File: src/rtl/alu_pkg.sv
// Shared ALU definitions: opcode encoding and flag-register bit positions.
package alu_pkg;

   typedef enum logic [2:0] {
      OP_ADD = 3'b000,
      OP_ADC = 3'b001,
      OP_SUB = 3'b010,
      OP_SBC = 3'b011,
      OP_AND = 3'b100,
      OP_OR  = 3'b101,
      OP_XOR = 3'b110,
      OP_CMP = 3'b111
   } alu_op_e;

   localparam int FLAG_N = 3;
   localparam int FLAG_C = 2;
   localparam int FLAG_V = 1;
   localparam int FLAG_Z = 0;

   typedef logic [3:0] flags_t;

endpackage

File: src/rtl/full_adder.sv
// N-bit adder with carry in and carry out; operand inversion is done by the caller.
module full_adder #(
   parameter int N = 4
) (
   input  logic [N-1:0] a,
   input  logic [N-1:0] b,
   input  logic         cin,
   output logic [N-1:0] sum,
   output logic         cout
);

   assign {cout, sum} = {1'b0, a} + {1'b0, b} + {{N{1'b0}}, cin};

endmodule

File: src/rtl/alu_flag_reg.sv
// Registered ALU with NCVZ flag register and valid/ready handshakes on both sides.
// Optional build macro ALU_SAT_EN enables signed saturation of arithmetic results.
module alu_flag_reg
   import alu_pkg::*;
#(
   parameter int N = 4
) (
   input  logic         clk,
   input  logic         rst,
   input  logic         in_valid,
   output logic         in_ready,
   input  logic [2:0]   op,
   input  logic [N-1:0] a,
   input  logic [N-1:0] b,
   input  logic         upd,
   output logic         out_valid,
   input  logic         out_ready,
   output logic [N-1:0] s,
   output logic         n_flag,
   output logic         c_flag,
   output logic         v_flag,
   output logic         z_flag
);

   // Handshake: a transfer happens on an edge where valid && ready; the output
   // side holds s/out_valid until out_ready, and a slot frees in the same cycle it drains.
   alu_op_e      op_e;
   flags_t       flags;
   flags_t       nxt_flags;
   logic         accept;
   logic         is_sub;
   logic [N-1:0] adder_b;
   logic         adder_cin;
   logic [N-1:0] sum;
   logic         cout;
   logic         arith_v;
   logic         use_logic;
   logic [N-1:0] logic_res;
   logic [N-1:0] res;

`ifdef ALU_SAT_EN
   localparam logic [N-1:0] SAT_MAX = {1'b0, {(N-1){1'b1}}};
   localparam logic [N-1:0] SAT_MIN = {1'b1, {(N-1){1'b0}}};
`endif

   assign op_e     = alu_op_e'(op);
   assign in_ready = !rst && (!out_valid || out_ready);
   assign accept   = in_valid && in_ready;

   assign n_flag = flags[FLAG_N];
   assign c_flag = flags[FLAG_C];
   assign v_flag = flags[FLAG_V];
   assign z_flag = flags[FLAG_Z];

   // Carry-in comes from the flag register as it stood before this operation.
   always_comb begin
      is_sub    = (op_e == OP_SUB) || (op_e == OP_SBC) || (op_e == OP_CMP);
      adder_b   = is_sub ? ~b : b;
      adder_cin = 1'b0;
      case (op_e)
         OP_ADC, OP_SBC: adder_cin = flags[FLAG_C];
         OP_SUB, OP_CMP: adder_cin = 1'b1;
         default:        adder_cin = 1'b0;
      endcase
   end

   full_adder #(.N(N)) u_adder (
      .a    (a),
      .b    (adder_b),
      .cin  (adder_cin),
      .sum  (sum),
      .cout (cout)
   );

   assign arith_v = (a[N-1] == adder_b[N-1]) && (sum[N-1] != a[N-1]);

   always_comb begin
      logic_res = '0;
      use_logic = 1'b0;
      case (op_e)
         OP_AND: begin logic_res = a & b; use_logic = 1'b1; end
         OP_OR:  begin logic_res = a | b; use_logic = 1'b1; end
         OP_XOR: begin logic_res = a ^ b; use_logic = 1'b1; end
         default: ;
      endcase

      nxt_flags = '0;
      res       = sum;
      if (use_logic) begin
         res               = logic_res;
         nxt_flags[FLAG_N] = logic_res[N-1];
         nxt_flags[FLAG_Z] = (logic_res == '0);
      end else begin
         nxt_flags[FLAG_N] = sum[N-1];
         nxt_flags[FLAG_C] = cout;
         nxt_flags[FLAG_V] = arith_v;
         nxt_flags[FLAG_Z] = (sum == '0);
         if (op_e == OP_CMP) begin
            res = a;
         end
`ifdef ALU_SAT_EN
         // On overflow the true result's sign is the (shared) operand sign.
         else if (arith_v) begin
            res = a[N-1] ? SAT_MIN : SAT_MAX;
         end
`endif
      end
   end

   always_ff @(posedge clk) begin
      if (rst) begin
         out_valid <= 1'b0;
         s         <= '0;
         flags     <= '0;
      end else if (accept) begin
         out_valid <= 1'b1;
         s         <= res;
         if (upd) begin
            flags <= nxt_flags;
         end
      end else if (out_ready) begin
         out_valid <= 1'b0;
      end
   end

endmodule

File: config.mk
export PLATFORM = sky130hd
export DESIGN_NAME = alu_flag_reg
export DESIGN_NICKNAME = d
export VERILOG_FILES = /design/src/rtl/alu_pkg.sv /design/src/rtl/full_adder.sv /design/src/rtl/alu_flag_reg.sv
export SDC_FILE = /design/constraint.sdc
export NUM_CORES = 1
export LEC_CHECK = 0
export BUFFER_PORTS_ARGS = -buffer_cell sky130_fd_sc_hd__buf_2
export CAP_MARGIN = 40
export CORE_MARGIN = 2
export CORE_UTILIZATION = 54
export DETAILED_ROUTE_END_ITERATION = 16
export HOLD_SLACK_MARGIN = 0.08
export PLACE_DENSITY = 0.83
export SLEW_MARGIN = 30
export SYNTH_ARGS = -nofsm -noshare
export SYNTH_HDL_FRONTEND = slang
export SYNTH_SLANG_ARGS = --single-unit
export TNS_END_PERCENT = 10
File: constraint.sdc
create_clock -name clk -period 4 [get_ports clk]
set_clock_uncertainty 0.05 [all_clocks]
set_input_delay 0.6 -clock clk [delete_from_list [all_inputs] [get_ports clk]]
set_output_delay 0.6 -clock clk [all_outputs]
set_load 0.05 [all_outputs]
==> flow_summary.toml <==
[worst_setup_path]
crit_required_ns = 4.14
crit_path_end_kind = "register"
r2r_cells = 8
r2r-end = "flags[0]"
critPathMaxFanout = 11
reg2reg_slack_ns = 1.70
critPathArrivalTime_ns = 3.03
crit_type = "in2reg"
r2r-start = "flags[2]"
start_kind = "input port"

[drt]
avgViaCountPerCell = 5.921
antenna_left = 0
drt-pass1-iter-count = 4
drt_wl_total_um = 1880
drcViolationCount = 0
detail_route.wl_per_cell_um = 12.45
drt-initial-drc-count = 43
vias = 894

[final_layout]
area_delta_synth_final_pct = 15.69
multiInputGateArea_um2 = 644.4
layout-drive-gt1-share_pct = 23.70
fin_nets = 165
fin_area_um2 = 1033
n_fill_cell = 135
diodes = 0
seq_area_um2 = 180.2

[synth]
synthesis.instances = 110
synth_area_leaders = "dfxtp_1, ha_1, a21oi_1"
netlist.area_leader.share_pct = 20.17
ys_ff_latch = 9
synthesis.nets = 139
synth_area_um2 = 893.4
yosys_warnings = 0
ys_types = 35
synth_top_area_cell = "dfxtp_1"
avgSynthCellArea_um2 = 8.121
yosysSeqAreaShare_pct = 20.17

[hold_path]
min_from = "s[0]"
hold_path_depth = 2
holdPathEnd = "s[0]"
hold_class = "reg2reg"

[placed_design]
gp_congestion = 0.8393
place_ws_ns = 0.9125
port_buffers = 25
place_area_um2 = 1007
dp_hpwl_um = 1581

[pwr]
power_density_nw_per_um2 = 287.6
vdd_drop_max_mv = 0.2203
leakage_nw = 0.5139

[clock_tree]
clk_latency_ns = 0.26
cts_tree = "done"
root_buffer = "clkbuf_4"
cts_resized = 0
cts_buffer_depth = 2
path_clk_slew_ns = 0.06
cts_hold_buf = 0
cts_sinks = 9
post-cts-setup-buffers = 0
numCtsBuffers = 3
htreeDepth = 1

[run_status]
status = "finished clean"

[job]
maxCapViolations = 0

[floorplan]
io_pins = 26
coreArea_um2 = 1524
die_h_um = 44.68
die_area_um2 = 1996
start_util_pct = 58.62
rows = 14
die_w_um = 44.68

[timing]
fmaxAchievable_mhz = 346.6
worstMarginPinSlew_ns = 0.5680
rsz0062_at_grt = "no"
worst_slack_ns = 1.115
setup-tns-final_ns = 0
min_period_ns = 2.885
drv_slew = 0
period_share_pct = 72.13
hold_viol = 0
setup_viol = 0
slew_headroom_pct = 61.80
whs_ns = 0.4035

[global_route]
first_global_vias = 778
grt_max_degree = 12
grt_first_pass_wirelength_um = 3256
track_usage_pct = 21.51
antenna_found_initial = 0
overflow = 0
-- cells in the final DEF, fill, tap and decap left out, types with 5 or more instances in the layout --
cell type,count
or3_1,5
dfxtp_1,9
nand2_1,8
buf_2,25
nand3_1,5
inv_1,9
nor2_1,6
a21oi_1,9
ha_1,11
-- per-layer routing --
metal,vias up,part of all wire [%],global-route usage (%)
met1,404,41,27.65
met3,2,6.9,4.898
met4,0,0.85,5.455
met5,-,0,0
li1,445,-,-
met2,43,51,35.94
-- worst max-delay path, stage by stage --
cell and delay [ns]:
buf_2 0.18, a21boi_0 0.51, a21oi_1 0.11, fa_1 0.43
fa_1 0.47, or3_1 0.38, nor3_1 0.14, o211ai_1 0.13
o211ai_2 0.10
-- how the worst max path moves through the flow --
stage                      from  endpoint  slack (ns)  cells past startpoint
after floorplan           op[0]  flags[0]        1.10                     10
after global placement    op[0]  flags[0]        0.95                     10
after detailed placement  op[0]  flags[0]        0.91                     10
after CTS                 op[0]  flags[0]        1.19                     10
after global routing      op[2]  flags[0]        0.93                      9
final                     op[2]  flags[0]        1.11                      9
-- state kept, by name, indices dropped and copies added (netlist names) --
register	flops
flags	4
s	4
out_valid	1
-- stage by stage --
step,power [mW],util [%],instances
2_1_floorplan,0.1977,-,110
3_3_place_gp,0.2258,66.09,147
3_5_place_dp,0.2289,66.09,147
4_1_cts,0.3005,67.82,151
5_1_grt,0.3220,67.82,151
6_report,0.2972,67.82,151
-- cell type report --
type                       instances  share of cell area [%]
sequential                         9                   17.43
tap                               16                   1.937
clock buffer                       4                   2.542
inverter                          10                   3.632
timing repair buffer              25                   12.11
multi-input combinational         87                   62.35
-- power breakdown --
| group | total [mW] | leakage (nW) | switching (mW) | internal [mW] |
|---|---|---|---|---|
| Clock | 0.0694 | 0.0150 | 0.0310 | 0.0384 |
| Combinational | 0.129 | 0.425 | 0.0815 | 0.0476 |
| Sequential | 0.0988 | 0.0738 | 0.00282 | 0.0960 |
-- synth_stat cells --
cell type,n
a211oi_1,1
a21boi_0,2
a21o_1,1
a21oi_1,9
and3_1,2
and3b_1,1
buf_2,1
buf_6,2
clkbuf_1,1
dfxtp_1,9
fa_1,2
ha_1,11
inv_1,9
inv_2,1
mux2_4,1
mux2i_1,4
nand2_1,8
nand2b_1,2
nand2b_2,1
nand3_1,5
nand4_1,1
nor2_1,6
nor2b_1,1
nor3_1,4
o2111ai_1,1
o211ai_1,3
o211ai_2,1
o21ai_0,3
o22a_1,1
o22ai_1,4
o32ai_1,1
or3_1,5
or4_1,1
xnor2_1,4
xor2_1,1
-- cell families (layout without fill, tap and decap cells) --
logic type / Yosys count / in the layout / synth area share, %
buffers and inverters: 14 / 39 / 7.701
multiplexers: 5 / 5 / 6.162
adder cells (fa/ha/maj): 13 / 13 / 19.89
flip-flops: 9 / 9 / 20.17
XOR/XNOR: 5 / 5 / 4.902
AND/OR/NAND/NOR: 37 / 37 / 21.43
AO/OA/AOI/OAI: 27 / 27 / 19.75
(Power assumes the default switching activity.)
